`src/rtl/regbank_alu_pkg.sv`:
```
// rtl/regbank_alu_pkg.sv - shared widths and ALU function encodings for regbank_alu
package regbank_alu_pkg;

    localparam int DATA_W = 32;
    localparam int ADDR_W = 5;
    localparam int NREG   = 2 ** ADDR_W;

    localparam logic [5:0] FUNCT_ADD   = 6'd0;
    localparam logic [5:0] FUNCT_COMP  = 6'd1;
    localparam logic [5:0] FUNCT_AND   = 6'd2;
    localparam logic [5:0] FUNCT_XOR   = 6'd3;
    localparam logic [5:0] FUNCT_SHLL  = 6'd4;
    localparam logic [5:0] FUNCT_SHRL  = 6'd5;
    localparam logic [5:0] FUNCT_SHLLV = 6'd6;
    localparam logic [5:0] FUNCT_SHRLV = 6'd7;
    localparam logic [5:0] FUNCT_SHRA  = 6'd8;
    localparam logic [5:0] FUNCT_SHRAV = 6'd9;
    localparam logic [5:0] FUNCT_SUB   = 6'd10;
    localparam logic [5:0] FUNCT_OR    = 6'd11;
    localparam logic [5:0] FUNCT_NOR   = 6'd12;
    localparam logic [5:0] FUNCT_SLT   = 6'd13;

endpackage

```
`src/rtl/regbank_alu_alu.sv`:
```
// rtl/regbank_alu_alu.sv - registered 32-bit integer ALU (one-cycle latency)
module regbank_alu_alu
    import regbank_alu_pkg::*;
(
    input  logic                     clk,
    input  logic                     reset,
    input  logic signed [DATA_W-1:0] a,
    input  logic signed [DATA_W-1:0] b,
    input  logic [4:0]               shamt,
    input  logic [5:0]               funct,
    output logic signed [DATA_W-1:0] out
);

    logic signed [DATA_W-1:0] alu_d;
    logic signed [DATA_W-1:0] alu_q;

    // Operation select; a and b are signed so >>> and < are arithmetic/signed
    always_comb begin
        alu_d = '0;
        case (funct)
            FUNCT_ADD:   alu_d = a + b;
            FUNCT_COMP:  alu_d = -b;
            FUNCT_AND:   alu_d = a & b;
            FUNCT_XOR:   alu_d = a ^ b;
            FUNCT_SHLL:  alu_d = a << shamt;
            FUNCT_SHRL:  alu_d = a >> shamt;
            FUNCT_SHLLV: alu_d = a << b[4:0];
            FUNCT_SHRLV: alu_d = a >> b[4:0];
            FUNCT_SHRA:  alu_d = a >>> shamt;
            FUNCT_SHRAV: alu_d = a >>> b[4:0];
            FUNCT_SUB:   alu_d = a - b;
            FUNCT_OR:    alu_d = a | b;
            FUNCT_NOR:   alu_d = ~(a | b);
            FUNCT_SLT:   alu_d = (a < b) ? DATA_W'(1) : '0;
            default:     alu_d = '0;
        endcase
    end

    // Result register; reset drops any in-flight result
    always_ff @(posedge clk) begin
        if (reset) begin
            alu_q <= '0;
        end else begin
            alu_q <= alu_d;
        end
    end

    assign out = alu_q;

endmodule

```
`src/rtl/regbank_alu.sv`:
```
// rtl/regbank_alu.sv - 32x32 register file with registered ALU writeback; REGBANK_BYPASS_EN enables write-through forwarding
module regbank_alu
    import regbank_alu_pkg::*;
(
    input  logic                     clk,
    input  logic                     reset,
    input  logic [ADDR_W-1:0]        sr1,
    input  logic [ADDR_W-1:0]        sr2,
    input  logic [ADDR_W-1:0]        dr,
    input  logic                     write,
    input  logic [4:0]               shamt,
    input  logic [5:0]               funct,
    output logic signed [DATA_W-1:0] rData1,
    output logic signed [DATA_W-1:0] rData2,
    output logic signed [DATA_W-1:0] ALUout
);

    logic [DATA_W-1:0] regs_q [NREG];
    logic [DATA_W-1:0] regs_d [NREG];
    logic signed [DATA_W-1:0] alu_out;
    logic wr_en;

    assign wr_en = write && (dr != '0);

    // Read ports; register 0 is hard-wired to zero, forwarding optional
    always_comb begin
        rData1 = (sr1 == '0) ? '0 : regs_q[sr1];
        rData2 = (sr2 == '0) ? '0 : regs_q[sr2];
`ifdef REGBANK_BYPASS_EN
        if (wr_en && (sr1 == dr)) begin
            rData1 = alu_out;
        end
        if (wr_en && (sr2 == dr)) begin
            rData2 = alu_out;
        end
`endif
    end

    // Writeback takes the pre-edge ALU result; writes to r0 are dropped
    always_comb begin
        regs_d = regs_q;
        if (wr_en) begin
            regs_d[dr] = alu_out;
        end
    end

    // Register array state; reset has priority over a pending write
    always_ff @(posedge clk) begin
        if (reset) begin
            for (int i = 0; i < NREG; i++) begin
                regs_q[i] <= '0;
            end
        end else begin
            regs_q <= regs_d;
        end
    end

    regbank_alu_alu u_alu (
        .clk   (clk),
        .reset (reset),
        .a     (rData1),
        .b     (rData2),
        .shamt (shamt),
        .funct (funct),
        .out   (alu_out)
    );

    assign ALUout = alu_out;

endmodule

```
`config.mk`:
```
export PLATFORM = sky130hd
export DESIGN_NAME = regbank_alu
export DESIGN_NICKNAME = d
export VERILOG_FILES = /design/src/rtl/regbank_alu_pkg.sv /design/src/rtl/regbank_alu_alu.sv /design/src/rtl/regbank_alu.sv
export SDC_FILE = /design/constraint.sdc
export NUM_CORES = 2
export LEC_CHECK = 0
export BUFFER_PORTS_ARGS = -buffer_cell sky130_fd_sc_hd__buf_2
export CAP_MARGIN = 0
export CORE_UTILIZATION = 35
export DETAILED_ROUTE_END_ITERATION = 12
export PLACE_DENSITY = 0.61
export SLEW_MARGIN = 30
export SYNTH_ARGS = -nofsm -noshare
export SYNTH_HDL_FRONTEND = slang
export SYNTH_SLANG_ARGS = --single-unit
export TNS_END_PERCENT = 5
```
`constraint.sdc`:
```
create_clock -name clk -period 10.4 [get_ports clk]
set_clock_uncertainty 0.1 [all_clocks]
set_input_delay 0.52 -clock clk [delete_from_list [all_inputs] [get_ports clk]]
set_output_delay 0.52 -clock clk [all_outputs]
set_load 0.02 [all_outputs]
```
==> results_dict.tcl <==
set metrics [dict create \
    slowest_stage "a2111oi_2" \
    cp_max_fo 28 \
    nNetsFinal 7921 \
    grt_usage_pct 33.8 \
    reg2reg_from "regs_q[399]" \
    cts_tree "built" \
    antenna_found_initial 14 \
    finalPower_mw 9.62 \
    synth_async_sr_flop_share_pct 0 \
    die_h_um 433 \
    placed_area_sq_mm 0.0681 \
    finalSetupViolCount 0 \
    design_area_sq_mm 0.0719 \
    worstPathArrival_ns 7.52 \
    cap_violations 0 \
    worst_setup_path_end_kind "flip-flop" \
    drt_wl_total_mm 327 \
    hp-start "dr[2]" \
    register_area_sq_mm 0.0211 \
    htreeDepth 3 \
    crit_chain "buf_4, inv_1, buf_4, mux2i_1, mux2_2, a2111oi_2, buf_4, inv_1, ha_1, or4_1, nand2b_1, a311oi_1, nor4_1, buf_4, o21ai_0, nor4_1, nor3_1, a21oi_1, nor4b_1, a21oi_1, a41oi_1" \
    grt_setup_unrepaired "false" \
    layout_commonest_cell "nand2_1" \
    drc 0 \
    leakage_nw 24.1 \
    synth_area_sq_mm 0.0651 \
    synth_cells 8022 \
    slew_violations 0 \
    via_per_inst 6.38 \
    intPower_mw 6.77 \
    cts-root-buf "clkbuf_16" \
    r2r-end "u_alu.out[26]" \
    switching_power_mw 2.85 \
    coreArea_sq_mm 0.184 \
    cts_max_path_buffers 3 \
    cts_made_buffers 113 \
    row_count 157 \
    dieArea_sq_mm 0.188 \
    grt_max_degree 209 \
    fin_crit_ns 6.91 \
    start_kind "input pin" \
    yosysTopAreaCell "dfxtp_1" \
    dieWidth_um 433 \
    dp_hpwl_mm 221 \
    combPwrFrac_pct 14.4 \
    switching_share_pct 29.6 \
    hold_depth 5 \
    clkSinkCount 1056 \
    synth_ff_type "dfxtp_1" \
    hold_viol 0 \
    fillCellCount 18600 \
    pin_count 125 \
    clk-insertion-delay-late_ns 0.80 \
    fin_util_pct 39.1 \
    final_cell_mix "nand2_1, a21oi_1, dfxtp_1, mux2i_1, mux4_2" \
    synth_edf_count 0 \
    grt.met3_usage_pct 7.97 \
    drt-initial-drc-count 9845 \
    synth-seq-cells 1056 \
    grt_util_met2_pct 51.3 \
    synth_top_area_share_pct 32.5 \
    cp_top_family "buffers and inverters" \
    start_util_pct 35.4 \
    cpPeakStageDelay_ns 0.75 \
    detail_route.wl_per_cell_um 31.6 \
    required_ns 11.01 \
    tns_ns 0 \
    syn2layout_area_growth_pct 10.5 \
    rr_worst_depth 19 \
    clk_pin_slew_ns 0.06 \
    outcome "finished clean" \
    r2r_slack_ns 4.24 \
    ir_worst_vdd_mv 0.144 \
    grt_overflow 0 \
    portBuffers 124 \
    seqPwrFrac_pct 42.1 \
    fmaxAchievable_mhz 145 \
    synth.net_count 8158 \
    relSlewSlack_pct 20.3 \
    cts_resized 0 \
    dr.pass1.iters 6 \
    gp_congestion 1.08 \
    yosysSeqAreaShare_pct 32.5 \
    grtUsageMet1_pct 42.6 \
    setup_ws_ns 3.49 \
    min_period_over_period_pct 66.4 \
    yosys_warnings 0 \
    cpMostUsedCell "buf_4" \
    hp-class "in -> reg" \
    grt.busiest_layer "met2" \
    first_global_vias 61100 \
    grt_pass1_wl_mm 461 \
    holdPathEnd "regs_q[27]" \
    drive_gt1_share_pct 14.7 \
    route.vias.total 66100 \
    antenna_left 0 \
    multi_input_comb_area_sq_mm 0.0407 \
    syn_area_per_cell_sq_um 8.12 \
    power_density_mw_per_mm2 134 \
    yosys-top-cells-area "dfxtp_1, mux4_2, nand2_1" \
    place_ws_ns 2.73 \
    critPathBufInv 6 \
    crit_type "in -> reg" \
    p_clk_share_pct 43.5 \
    worst_slew_pin_slew_ns 1.20 \
    yosysUniqueCellTypes 109 \
]
## power groups by stage
stage	logic (mW)	clock network, mW	registers (mW)
after floorplan	0.797	0	4.14
after global placement	1.31	0	4.14
after detailed placement	1.31	0	4.14
after CTS	1.31	4.20	4.05
after global routing	1.40	4.37	4.05
final	1.38	4.19	4.05
## flip-flops by register name, indices dropped and copies added, names as in the netlist
register / count
regs_q: 1024
u_alu.out: 32
## timing repair
item,CTS,global route
setup endpoints to repair,0,0
hold buffers,1,0
setup buffers,0,0
hold endpoints to repair,7,0
## logic make-up after synthesis
logic type               after synthesis  synth area share [%]
adder cells (fa/ha/maj)              107                  2.08
AND/OR/NAND/NOR                     3112                  19.8
multiplexers                         846                  20.6
AO/OA/AOI/OAI                       2005                  18.6
buffers and inverters                852                  5.81
XOR/XNOR                              44                 0.592
flip-flops                          1056                  32.5
## cell type report
class	instances	share of cell area, %
sequential	1056	29.4
timing repair buffer	403	3.99
inverter	97	0.506
clock inverter	39	0.607
multi-input combinational	6114	56.6
tap	2464	4.28
clock buffer	172	4.66
antenna	6	0.0209
## synth_stat cells (12+ instances only)
cell type     n
nand2_1    2314
a21oi_1    1182
dfxtp_1    1056
clkbuf_1    548
mux2i_1     421
mux4_2      393
nor2_1      279
a22oi_1     172
o21ai_0     130
buf_2       109
nand3_1     107
ha_1        105
nor3_1       98
inv_1        95
nor2b_1      63
o22ai_1      57
a211oi_1     47
a31oi_1      47
a221oi_1     41
xnor2_1      41
and3_1       34
buf_4        33
buf_6        33
nor4_1       32
and2_1       29
mux2_2       27
o221ai_1     26
a22o_1       25
buf_1        25
nand2b_1     25
o211ai_1     25
nand4_1      24
a2111oi_0    21
o31ai_1      18
o21ai_1      17
or2_2        16
a21o_1       15
a221o_1      15
or3_1        14
nand3b_1     13
o21bai_1     13
a41oi_1      12
## worst reg2reg max path: stages, from the launching register on
cell       delay [ns]
dfxtp_1          0.38
mux4_2           0.26
mux2i_1          0.10
mux2_2           0.30
a2111oi_2        0.75
buf_4            0.30
inv_1            0.10
ha_1             0.45
or4_1            0.64
nand2b_1         0.25
a311oi_1         0.38
nor4_1           0.20
buf_4            0.19
o21ai_0          0.38
nor4_1           0.08
nor3_1           0.50
a21oi_1          0.19
nor4b_1          0.30
a21oi_1          0.08
a41oi_1          0.19
## worst max path at each step
stage | from | cells past startpoint | slack [ns] | endpoint
final | sr2[3] | 21 | 3.49 | u_alu.out[26]
after global routing | sr2[0] | 21 | 3.14 | u_alu.out[28]
after CTS | sr2[0] | 21 | 3.56 | u_alu.out[26]
after detailed placement | sr2[0] | 21 | 2.73 | u_alu.out[26]
after global placement | sr2[0] | 21 | 2.65 | u_alu.out[28]
after floorplan | sr2[0] | 22 | 4.06 | u_alu.out[28]
## per-layer routing
metal,up-vias,routed length [um]
met2,4695,142000
met4,20,25300
met5,-,141
li1,28000,-
met1,32200,122000
met3,1078,37600
## per-stage QoR
| stage | hold slack, ns | std cells |
|---|---|---|
| 2_1_floorplan | 0.333 | 8022 |
| 3_3_place_gp | 0.349 | 10100 |
| 3_5_place_dp | 0.359 | 10100 |
| 4_1_cts | 0.317 | 10300 |
| 5_1_grt | 0.380 | 10300 |
| 6_report | 0.350 | 10400 |
(Power assumes the default switching activity.)
